**src/rtl/alu_exec_stage_if.sv**
```systemverilog
// Operand/result bundle of the execute stage. The `overflow` signal exists
// only when ALU_OVERFLOW_EN is defined.
interface alu_exec_stage_if #(
  parameter int WIDTH = 32
);
  logic             ALUSrcA;
  logic             ALUSrcB;
  logic [2:0]       ALUOp;
  logic [WIDTH-1:0] ReadData1;
  logic [WIDTH-1:0] ReadData2;
  logic [4:0]       sa;
  logic [WIDTH-1:0] ExtendOut;
  logic             ALUOutWre;
  logic [WIDTH-1:0] A;
  logic [WIDTH-1:0] B;
  logic [WIDTH-1:0] ALUResult;
  logic             zero;
  logic [WIDTH-1:0] ALUOutReg;
`ifdef ALU_OVERFLOW_EN
  logic             overflow;

  modport master (
    output ALUSrcA, ALUSrcB, ALUOp, ReadData1, ReadData2, sa, ExtendOut, ALUOutWre,
    input  A, B, ALUResult, zero, ALUOutReg, overflow
  );

  modport slave (
    input  ALUSrcA, ALUSrcB, ALUOp, ReadData1, ReadData2, sa, ExtendOut, ALUOutWre,
    output A, B, ALUResult, zero, ALUOutReg, overflow
  );
`else
  modport master (
    output ALUSrcA, ALUSrcB, ALUOp, ReadData1, ReadData2, sa, ExtendOut, ALUOutWre,
    input  A, B, ALUResult, zero, ALUOutReg
  );

  modport slave (
    input  ALUSrcA, ALUSrcB, ALUOp, ReadData1, ReadData2, sa, ExtendOut, ALUOutWre,
    output A, B, ALUResult, zero, ALUOutReg
  );
`endif
endinterface

```
**src/rtl/alu_exec_stage.sv**
```systemverilog
// Execute stage of the multicycle MIPS-subset CPU: operand select, ALU, zero flag, result register.
// Optional feature macro: ALU_OVERFLOW_EN adds a combinational signed-overflow flag for add/sub.
module alu_exec_stage #(
  parameter int WIDTH = 32
) (
  input logic              CLK,
  input logic              RST,
  alu_exec_stage_if.slave  bus
);

  localparam logic [2:0] OP_ADD  = 3'b000;
  localparam logic [2:0] OP_SUB  = 3'b001;
  localparam logic [2:0] OP_SLL  = 3'b010;
  localparam logic [2:0] OP_OR   = 3'b011;
  localparam logic [2:0] OP_AND  = 3'b100;
  localparam logic [2:0] OP_SLTU = 3'b101;
  localparam logic [2:0] OP_SLT  = 3'b110;
  localparam logic [2:0] OP_XOR  = 3'b111;

  // Compare ops produce a single bit that is zero-extended to the datapath.
  function automatic logic [WIDTH-1:0] alu_compute(
    input logic [2:0]       op,
    input logic [WIDTH-1:0] a,
    input logic [WIDTH-1:0] b
  );
    logic [WIDTH-1:0] r;
    r = {WIDTH{1'b0}};
    case (op)
      OP_ADD:  r = a + b;
      OP_SUB:  r = a - b;
      OP_SLL:  r = b << a[4:0];
      OP_OR:   r = a | b;
      OP_AND:  r = a & b;
      OP_SLTU: r = {{(WIDTH-1){1'b0}}, (a < b)};
      OP_SLT:  r = {{(WIDTH-1){1'b0}}, ($signed(a) < $signed(b))};
      OP_XOR:  r = a ^ b;
      default: r = {WIDTH{1'b0}};
    endcase
    return r;
  endfunction

`ifdef ALU_OVERFLOW_EN
  // Two's-complement overflow: add overflows when like-signed operands give an
  // opposite-signed sum; sub overflows when unlike-signed operands do the same.
  function automatic logic alu_overflow(
    input logic [2:0]       op,
    input logic [WIDTH-1:0] a,
    input logic [WIDTH-1:0] b,
    input logic [WIDTH-1:0] r
  );
    logic ov;
    ov = 1'b0;
    case (op)
      OP_ADD:  ov = (a[WIDTH-1] == b[WIDTH-1]) && (r[WIDTH-1] != a[WIDTH-1]);
      OP_SUB:  ov = (a[WIDTH-1] != b[WIDTH-1]) && (r[WIDTH-1] != a[WIDTH-1]);
      default: ov = 1'b0;
    endcase
    return ov;
  endfunction
`endif

  logic [WIDTH-1:0] a_s;
  logic [WIDTH-1:0] b_s;
  logic [WIDTH-1:0] result_s;
  logic             zero_s;
  logic [WIDTH-1:0] alu_out_d;
  logic [WIDTH-1:0] alu_out_q;

  // Operand selection
  always_comb begin
    a_s = {WIDTH{1'b0}};
    b_s = {WIDTH{1'b0}};
    if (bus.ALUSrcA) begin
      a_s = {{(WIDTH-5){1'b0}}, bus.sa};
    end else begin
      a_s = bus.ReadData1;
    end
    if (bus.ALUSrcB) begin
      b_s = bus.ExtendOut;
    end else begin
      b_s = bus.ReadData2;
    end
  end

  // Function unit and zero flag
  always_comb begin
    result_s = alu_compute(bus.ALUOp, a_s, b_s);
    zero_s   = (result_s == {WIDTH{1'b0}});
  end

  // Result register next-state
  always_comb begin
    alu_out_d = alu_out_q;
    if (bus.ALUOutWre) begin
      alu_out_d = result_s;
    end else begin
      alu_out_d = alu_out_q;
    end
  end

  // Result register; reset clears it regardless of the load enable
  always_ff @(posedge CLK or negedge RST) begin
    if (!RST) begin
      alu_out_q <= {WIDTH{1'b0}};
    end else begin
      alu_out_q <= alu_out_d;
    end
  end

  assign bus.A         = a_s;
  assign bus.B         = b_s;
  assign bus.ALUResult = result_s;
  assign bus.zero      = zero_s;
  assign bus.ALUOutReg = alu_out_q;
`ifdef ALU_OVERFLOW_EN
  assign bus.overflow  = alu_overflow(bus.ALUOp, a_s, b_s, result_s);
`endif

endmodule

```
**src/flat_wrapper.sv**
```systemverilog
// flat-port wrapper written by rule: the top's interface ports become plain ports
module alu_exec_stage_flat 
#(
  parameter int WIDTH = 32
)
  (CLK, RST, bus_ALUSrcA, bus_ALUSrcB, bus_ALUOp, bus_ReadData1, bus_ReadData2, bus_sa, bus_ExtendOut, bus_ALUOutWre, bus_A, bus_B, bus_ALUResult, bus_zero, bus_ALUOutReg);
  alu_exec_stage_if #(.WIDTH(WIDTH)) bus_i ();
  input logic CLK;
  input logic RST;
  input wire logic [$bits(bus_i.ALUSrcA)-1:0] bus_ALUSrcA;
  input wire logic [$bits(bus_i.ALUSrcB)-1:0] bus_ALUSrcB;
  input wire logic [$bits(bus_i.ALUOp)-1:0] bus_ALUOp;
  input wire logic [$bits(bus_i.ReadData1)-1:0] bus_ReadData1;
  input wire logic [$bits(bus_i.ReadData2)-1:0] bus_ReadData2;
  input wire logic [$bits(bus_i.sa)-1:0] bus_sa;
  input wire logic [$bits(bus_i.ExtendOut)-1:0] bus_ExtendOut;
  input wire logic [$bits(bus_i.ALUOutWre)-1:0] bus_ALUOutWre;
  output wire logic [$bits(bus_i.A)-1:0] bus_A;
  output wire logic [$bits(bus_i.B)-1:0] bus_B;
  output wire logic [$bits(bus_i.ALUResult)-1:0] bus_ALUResult;
  output wire logic [$bits(bus_i.zero)-1:0] bus_zero;
  output wire logic [$bits(bus_i.ALUOutReg)-1:0] bus_ALUOutReg;
  assign bus_i.ALUSrcA = bus_ALUSrcA;
  assign bus_i.ALUSrcB = bus_ALUSrcB;
  assign bus_i.ALUOp = bus_ALUOp;
  assign bus_i.ReadData1 = bus_ReadData1;
  assign bus_i.ReadData2 = bus_ReadData2;
  assign bus_i.sa = bus_sa;
  assign bus_i.ExtendOut = bus_ExtendOut;
  assign bus_i.ALUOutWre = bus_ALUOutWre;
  assign bus_A = bus_i.A;
  assign bus_B = bus_i.B;
  assign bus_ALUResult = bus_i.ALUResult;
  assign bus_zero = bus_i.zero;
  assign bus_ALUOutReg = bus_i.ALUOutReg;
  alu_exec_stage #(.WIDTH(WIDTH)) u_core (.CLK(CLK), .RST(RST), .bus(bus_i));
endmodule
```
**config.mk**
```make
export PLATFORM = sky130hd
export DESIGN_NAME = alu_exec_stage_flat
export DESIGN_NICKNAME = d
export VERILOG_FILES = /design/src/rtl/alu_exec_stage_if.sv /design/src/rtl/alu_exec_stage.sv /design/src/flat_wrapper.sv
export SDC_FILE = /design/constraint.sdc
export NUM_CORES = 1
export LEC_CHECK = 0
export CAP_MARGIN = 20
export CORE_UTILIZATION = 32
export DETAILED_ROUTE_END_ITERATION = 6
export GPL_TIMING_DRIVEN = 0
export PLACE_DENSITY_LB_ADDON = 0.08
export SYNTH_ARGS = -nofsm -noshare
export SYNTH_HDL_FRONTEND = slang
export SYNTH_SLANG_ARGS = --single-unit
```
**constraint.sdc**
```tcl
create_clock -name CLK -period 5.6 [get_ports CLK]
set_input_delay 0.84 -clock CLK [delete_from_list [all_inputs] [get_ports CLK]]
set_output_delay 0.84 -clock CLK [all_outputs]
set_load 0.05 [all_outputs]
```
### Word-level counts from Yosys, hierarchy flattened

Cells that the tools add are included.

| storage, ports and cells | value |
|---|---|
| bits in registers | 32 |
| input port bits | 109 |
| output and inout port bits | 129 |
| logic and storage cells | 21 |

| cells by class | value |
|---|---|
| add/subtract/negate cells | 2 |
| order comparisons | 2 |
| eq/ne operators | 7 |
| shift-type cells | 1 |
| multiplexer cells | 3 |
| bitwise logic cells | 3 |
| reductions and logical operators | 2 |

Operators by type and width:

| cell | count |
|---|---|
| case mux 32 bit (8 select lines) | 1 |
| less-than comparator 32 bit | 2 |
| 2-to-1 mux 32 bit | 2 |
| adder 32 bit | 1 |
| bitwise AND 32 bit | 1 |
| logical NOT 32 bit | 1 |
| OR 32 bit | 1 |
| << shifter 32 x 5 -> 32 bit | 1 |
| subtractor 32 bit | 1 |
| bitwise XOR 32 bit | 1 |
| equality test 3 bit, second input constant | 4 |
| equality test 3 x 2 -> 1 bit, second input constant | 2 |
| equality test 3 x 1 -> 1 bit, second input constant | 1 |
| logical NOT 3 bit | 1 |

### Longest topological paths before layout

Gate-level depths: netlist (run 1).

| logic depth | value |
|---|---|
| depth after elaboration | 4 |
| gate-level depth with buffers | 20 |
| mapped depth without buffers | 16 |

### Worst setup path before layout (run 1)

OpenSTA, ideal clock, no wires.

| path | value |
|---|---|
| path type | input -> output |
| start | input port bus_ALUSrcA |
| end | output port bus_zero |
| arrival | 6391 ps |
| required time | 4760 ps |
| slack | -1631 ps |
| cell stages on the path | 17 |
| path buffers | 4 |
| path through | buf_6 clkbuf_1 clkbuf_1 nor2b_1 ha_1 clkbuf_1 nor3b_1 nand3_1 a21oi_1 o21ai_0 a311o_1 a211oi_1 o21ai_0 or3_1 nor4_2 nand4_1 nor4_2 |

| between the ends | value |
|---|---|
| word-level cells in the longest chain between the ends | 4 |

RTL lines:

| item | line | text |
|---|---|---|
| start, declared | flat_wrapper.sv:10 | `input wire logic [$bits(bus_i.ALUSrcA)-1:0] bus_ALUSrcA;` |
| 2-to-1 mux 32 bit * | alu_exec_stage.sv:73 | `if (bus.ALUSrcA) begin` |
| named net bus_A[10] | flat_wrapper.sv:18 | `output wire logic [$bits(bus_i.A)-1:0] bus_A;` |
| less-than comparator 32 bit, on equally long branches | alu_exec_stage.sv:35, alu_exec_stage.sv:34 |  |
| case mux 32 bit (8 select lines) * | alu_exec_stage.sv:28 | `case (op)` |
| named net bus_ALUResult[0] | flat_wrapper.sv:20 | `output wire logic [$bits(bus_i.ALUResult)-1:0] bus_ALUResult;` |
| logical NOT 32 bit * | alu_exec_stage.sv:88 | `zero_s = (result_s == {WIDTH{1'b0}});` |
| end, declared | flat_wrapper.sv:21 | `output wire logic [$bits(bus_i.zero)-1:0] bus_zero;` |

The timed path passes the listed nets; every way through them passes the cells marked *.

### Final worst setup path (run 1)

| path | value |
|---|---|
| start | input port bus_ALUSrcA |
| end | output port bus_zero |

| between the ends | value |
|---|---|
| word-level cells in the longest chain between the ends | 4 |

RTL lines:

| item | line | text |
|---|---|---|
| 2-to-1 mux 32 bit * | alu_exec_stage.sv:73 |  |
| subtractor 32 bit (tied with other cells) | alu_exec_stage.sv:30 | `OP_SUB: r = a - b;` |
| case mux 32 bit (8 select lines) * | alu_exec_stage.sv:28 |  |
| logical NOT 32 bit * | alu_exec_stage.sv:88 |  |

Every way passes the cells marked *; elsewhere a longest branch is shown, timed or not.

==> results of run 1 <==
## worst max path at each step
stage,start,to,depth (start not counted)
floorplan,bus_ALUSrcA,bus_zero,19
global placement,bus_ReadData1[2],bus_zero,18
detailed placement,bus_ReadData1[2],bus_zero,18
CTS,bus_ALUSrcA,bus_zero,21
global route,bus_sa[0],bus_zero,20
finish,bus_ALUSrcA,bus_zero,20
## logic make-up (layout without fill, tap and decap cells)
| family | count (synthesis) | count (layout) | synth area share [%] |
|---|---|---|---|
| AO/OA/AOI/OAI | 410 | 410 | 32.0 |
| multiplexers | 132 | 132 | 16.0 |
| flip-flops | 32 | 32 | 8.99 |
| buffers and inverters | 189 | 504 | 8.33 |
| AND/OR/NAND/NOR | 364 | 364 | 20.3 |
| XOR/XNOR | 8 | 8 | 0.787 |
| adder cells (fa/ha/maj) | 96 | 96 | 13.7 |
## power by group
part	total (W)	switching, W	leakage, nW	internal (W)
clock	0.000294	0.000108	0.0760	0.000187
sequential	0.000302	0.0000233	0.390	0.000279
combinational	0.00222	0.00141	5.49	0.000810
total	0.00281	0.00154	5.96	0.00128
## cell type report
cell class / instances / area [sq um] / area share, %
repair buffers: 322 / 3070 / 21.8
multi-input cells: 1010 / 8540 / 60.7
plain buffers: 68 / 624 / 4.44
clock buffers: 7 / 153 / 1.09
well taps: 372 / 465 / 3.31
inverters: 107 / 419 / 2.98
flip-flops and latches: 32 / 801 / 5.69
## layer usage
| layer | track usage [%] | routed length [um] |
|---|---|---|
| met5 | 0 | 0 |
| met2 | 57.2 | 23300 |
| met3 | 5.70 | 4310 |
| met1 | 46.1 | 21300 |
| met4 | 18.7 | 3150 |
## layout by cell type, fill, tap and decap left out, types with 16 or more instances in the layout
cell	netlist	routed
clkbuf_1	67	21
mux2i_4	1	24
nand2_1	76	75
o22ai_1	21	19
mux2_2	43	42
nor3_1	33	26
a21oi_1	97	86
dfrtp_1	32	32
mux2i_1	83	55
a211oi_1	25	17
nand2b_1	21	19
o21ai_0	65	53
inv_1	105	99
clkdlybuf4s50_1	0	206
nand3_1	27	25
ha_1	94	72
buf_4	2	81
clkbuf_2	0	19
nor2_1	108	99
a22oi_1	16	16
## per-stage QoR
| stage | setup TNS, ns | worst slack (ns) | instance area (sq um) | utilization [%] |
|---|---|---|---|---|
| detailed placement | -32.86 | -2.63 | 12000 | 44.2 |
| finish | -0.363 | -0.363 | 14100 | 51.9 |
| global route | -0.511 | -0.421 | 14100 | 51.9 |
| CTS | -2.32 | -0.413 | 13400 | 49.5 |
| floorplan | -0.556 | -0.556 | 9170 | - |
| global placement | -32.94 | -2.58 | 12000 | 44.2 |
## repair_timing
item | in CTS | in global routing
gates resized for setup | 240 | 101
pin swaps | 35 | 42
endpoints found under the setup margin | 30 | 23
hold buffers | 0 | 0
buffers inserted | 43 | 43
gates cloned | 1 | 0
==> flow_summary.ini, run 1 <==
[hold_path]
hold_class = register to register
min_to = u_core.bus.ALUOutReg[0]
hold_start = u_core.bus.ALUOutReg[0]
whs_path_depth = 1

[logic_synthesis]
synth_top_area_share_pct = 13.2
synth_edf_count = 0
yosysWarnings = 0
netlist_top_cells_count = nor2_1 (108), inv_1 (105), a21oi_1 (97)
syn_avg_cell_area_sq_um = 7.24
seq_area_frac_synth_pct = 8.99
async_reset_ff_share_pct = 100
yosysMostFrequentCell = nor2_1
synth-seq-cells = 32
synth.net_count = 1436
yosys-top-cells-area = ha_1 (13%), mux2i_1 (9.3%), dfrtp_1 (9.0%)
synth_top_area_cell = ha_1
synth_cell_type_count = 86
synth_ff_type = dfrtp_1
syn_inst = 1231
syn_area_sq_um = 8910

[critical_path]
worst_path_max_delay_cell = or3_4
arrival_ns = 5.12
path_buf_inv = 7
critPathMaxFanout = 5
r2r_cells = 1
r2r-end = u_core.bus.ALUOutReg[29]
reg2reg_slack_ns = 4.85
crit_family = compound AO/OA/AOI/OAI gates
critPathKind = input port to output pin
crit_required_ns = 4.76
critPathMaxStageDelay_ns = 0.41
critPathLaunchType = input port
cp-end-kind = output pin
r2r_start = u_core.bus.ALUOutReg[29]
crit_chain = buf_16, mux2i_4, inv_4, buf_12, buf_12, ha_4, inv_4, fa_2, nand2b_4, a2111oi_4, buf_4, o211a_1, o21ai_4, a211oi_2, a31oi_1, a211oi_1, nand3b_1, or3_4, nor4_4, buf_6

[detailed_routing]
ant_nets = 0
wl_mm = 52.1
detail_route.wl_per_cell_um = 27.1
vias = 11659
avgViaCountPerCell = 6.08
initialDrtViolationCount = 1095
drcViolationCount = 0
first_pass_iters = 5

[clocking]
root_buffer = clkbuf_16
path_clk_slew_ns = 0.06
htree_levels = 2
cts_tree = yes
clock_latency_ns = 0.29
clockBufferDepth = 2
cts_buffers = 5
cts.sinks = 32

[run]
max_cap_viol_count = 0

[timing]
setup_viol = 1
post-route-min-period_ns = 5.96
clock.fmax_mhz = 168
fin_worst_skew_ns = 0
fin_crit_sh_pct = 106
hold_ws_ns = 0.503
finalHoldViolations = 0
maxSlewHeadroom_pct = 38.4
worst_slew_pin_slew_ns = 0.924
drv_slew = 0
layout_setup_ws_ns = -0.363
rsz0062_at_grt = true

[status]
status = finished, violations left
violations = negative setup slack

[power_and_ir_drop]
ir_worst_vdd_mv = 0.153
p_leak_nw = 5.96
power_density_nw_per_um2 = 200
power_w = 0.00281

[floorplanning]
initial_core_util_pct = 32.9
ios = 238
die_w_um = 169
row_count = 60
fp.dieH_um = 169
die-area_sq_um = 28500
coreArea_sq_um = 27100

[layout]
final_nets = 1751
layout-drive-gt1-share_pct = 23.9
nFillCells = 2716
layout.cells.non_filler = 1918
largest_reg_flops = 32
num_antenna_cells = 0
syn_to_final_growth_pct = 57.9

[global_route]
gr-total-overflow = 0
grt_max_degree = 33
grt_use_total_pct = 35.7
antenna_found_initial = 0
grt_pass1_wl_mm = 74.8
grt_pass1_vias = 11188

[place]
dp_hpwl_mm = 40.3
place_inst = 1837
port_buffers = 234
gp_congestion = 1.01
Note: power is estimated with default switching activity, not from simulation.
==> run 2, diff against run 1 <==
CELL_PAD_IN_SITES_DETAIL_PLACEMENT = 1   (was unset)
CELL_PAD_IN_SITES_GLOBAL_PLACEMENT = 1   (was unset)
CORE_UTILIZATION = 33   (was 32)
==> run 2 against run 1 <==
The run ends with design-rule violations, max-capacitance violations, negative setup slack left. Power rose by 1.2%. Die area down 3.0%. Critical path type unchanged. Combinational power is 2% higher. Critical endpoint unchanged. Via count increased by 3.3%. Clock power shrank 5%. Clock skew unchanged. Worst hold slack worse by 0.0011 ns. Global-route usage grew 3.1 points. Worst setup slack got worse by 0.12 ns. Largest cell class unchanged. Core utilization increased by 1.1 points. Cell count down 1.9%. Sequential power about the same.
==> flow_summary.ini, run 2 (synthesis gave the netlist of run 1 again) <==
[status]
status = finished, violations left
violations = design-rule violations, max-capacitance violations, negative setup slack

[timing]
post-route-min-period_ns = 6.09
setup_viol = 4
layout_setup_ws_ns = -0.487
finalHoldViolations = 0
rsz0062_at_grt = true
clock.fmax_mhz = 164
drv_slew = 0
fin_worst_skew_ns = 0
fin_crit_sh_pct = 109
worst_slew_pin_slew_ns = 1.44
hold_ws_ns = 0.502
maxSlewHeadroom_pct = 1.31

[layout]
num_antenna_cells = 0
design_area_sq_um = 13900
layout-drive-gt1-share_pct = 24.4
layout.cells.non_filler = 1882
syn_to_final_growth_pct = 56.3
final_nets = 1751
largest_reg_flops = 32
layout_commonest_cell = clkdlybuf4s50_1
final_cell_mix = clkdlybuf4s50_1 (200), inv_1 (99), nor2_1 (98)
final_util_pct = 53.0

[critical_path]
critPathLaunchType = input port
r2r_cells = 1
crit_chain = dlygate4sd2_1, mux2i_4, clkbuf_8, buf_8, clkbuf_16, ha_4, buf_4, inv_1, a2111oi_0, nor4_4, o211ai_1, buf_4, nor4bb_4, nand4_1, nor4_4, nand4b_1, nor4_4, nand4_1, nor4_4, buf_6
worst_path_max_delay_cell = nor4_4
path_buf_inv = 8
crit_cells = 20
crit_path_frequent_cell = nor4_4
critPathMaxFanout = 4
crit_required_ns = 4.76
arrival_ns = 5.25
critPathMaxStageDelay_ns = 0.38
critPathKind = input port to output pin
cp-end-kind = output pin
crit_family = simple AND/OR/NAND/NOR gates

[global_route]
grt_pass1_wl_mm = 80.5
grt_max_degree = 33
gr-total-overflow = 0
grt_pass1_vias = 12057
grt_use_total_pct = 38.8
antenna_found_initial = 0

[hold_path]
whs_path_depth = 1
hold_class = register to register

[power_and_ir_drop]
p_leak_nw = 5.95
p_seq_share_pct = 10.7
power_frac_clock_pct = 9.8
power.internal_w = 0.00126
switchingPower_w = 0.00158
power_density_nw_per_um2 = 204
ir_worst_vdd_mv = 0.200
pwr-share-comb_pct = 79.5
p_sw_share_pct = 55.6

[floorplanning]
coreArea_sq_um = 26300
die-area_sq_um = 27700
fp.dieH_um = 166
row_count = 59
initial_core_util_pct = 33.9
die_w_um = 166
ios = 238

[clocking]
path_clk_slew_ns = 0.06
clock_latency_ns = 0.28
clockBufferDepth = 2
ctsHoldBuffers = 0
cts.sinks = 32
root_buffer = clkbuf_16
cts_buffers = 5
cts_tree = yes
htree_levels = 2

[detailed_routing]
vias = 12043
drcViolationCount = 16
initialDrtViolationCount = 1213
ant_nets = 0
wl_mm = 56.7
avgViaCountPerCell = 6.40
first_pass_iters = 7
detail_route.wl_per_cell_um = 30.1

[place]
place_inst = 1802
port_buffers = 234
place_area_sq_um = 11900
dp_hpwl_mm = 42.2
gp_congestion = 1.02

[run]
max_cap_viol_count = 1
run 2: cell count changes in the layout (fill, tap and decap cells not counted), sizes merged:
cell | previous run | this run
buf | 106 | 115
clkdlybuf4s50 | 206 | 200
clkbuf | 63 | 61
clkinvlp | 2 | 0
bufbuf | 0 | 1
clkdlybuf4s15 | 7 | 6
clkinv | 0 | 1
inv | 105 | 106
run 2: per-stage QoR:
stage	power, W	worst slack (ns)	setup TNS [ns]
final	0.00285	-0.487	-0.744
after floorplan	0.00153	-0.556	-0.556
after detailed placement	0.00223	-2.71	-32.29
after CTS	0.00271	-0.480	-0.977
after global placement	0.00221	-2.59	-30.97
after global routing	0.00295	-0.577	-0.985
run 2: what timing repair did:
item                       CTS  global route
setup endpoints to repair   33            27
setup buffers               57            30
gates resized for setup    257           117
pin swaps                   42            43
gates cloned                 1             0
run 2: layer usage:
| layer | vias up | global-route usage [%] | part of all wire [%] |
|---|---|---|---|
| met5 | - | 0 | 0 |
| met4 | 0 | 19.8 | 6.4 |
| met3 | 166 | 6.86 | 7.6 |
| met2 | 673 | 64.2 | 46 |
| met1 | 5989 | 48.4 | 40 |
| li1 | 5215 | - | - |
run 2: path summary, 6_finish.rpt:
path | slack [ns] | start | end
worst max-delay path | -0.49 | bus_ReadData1[2] | bus_zero
worst min-delay path | 0.50 | u_core.bus.ALUOutReg[9] | u_core.bus.ALUOutReg[9]
worst max register to register | 4.82 | u_core.bus.ALUOutReg[16] | u_core.bus.ALUOutReg[16]
worst min register to register | 0.50 | u_core.bus.ALUOutReg[9] | u_core.bus.ALUOutReg[9]
max in group asynchronous | 4.49 | RST | u_core.bus.ALUOutReg[18]
min in group asynchronous | 0.61 | RST | u_core.bus.ALUOutReg[8]
run 2: final cells by class:
type	instances	area [sq um]
repair buffers	322	3030
fillers	3105	12400
inverters	107	414
well taps	335	419
clock buffers	8	146
flip-flops and latches	32	801
plain buffers	68	563
multi-input cells	1010	8550
run 2: power groups by stage:
stage                     sequential (W)  combinational [W]  clock, W
final                           0.000305            0.00226  0.000279
after global routing            0.000310            0.00234  0.000294
after CTS                       0.000304            0.00212  0.000284
after detailed placement        0.000308            0.00193         0
after global placement          0.000304            0.00191         0
after floorplan                 0.000474            0.00106         0
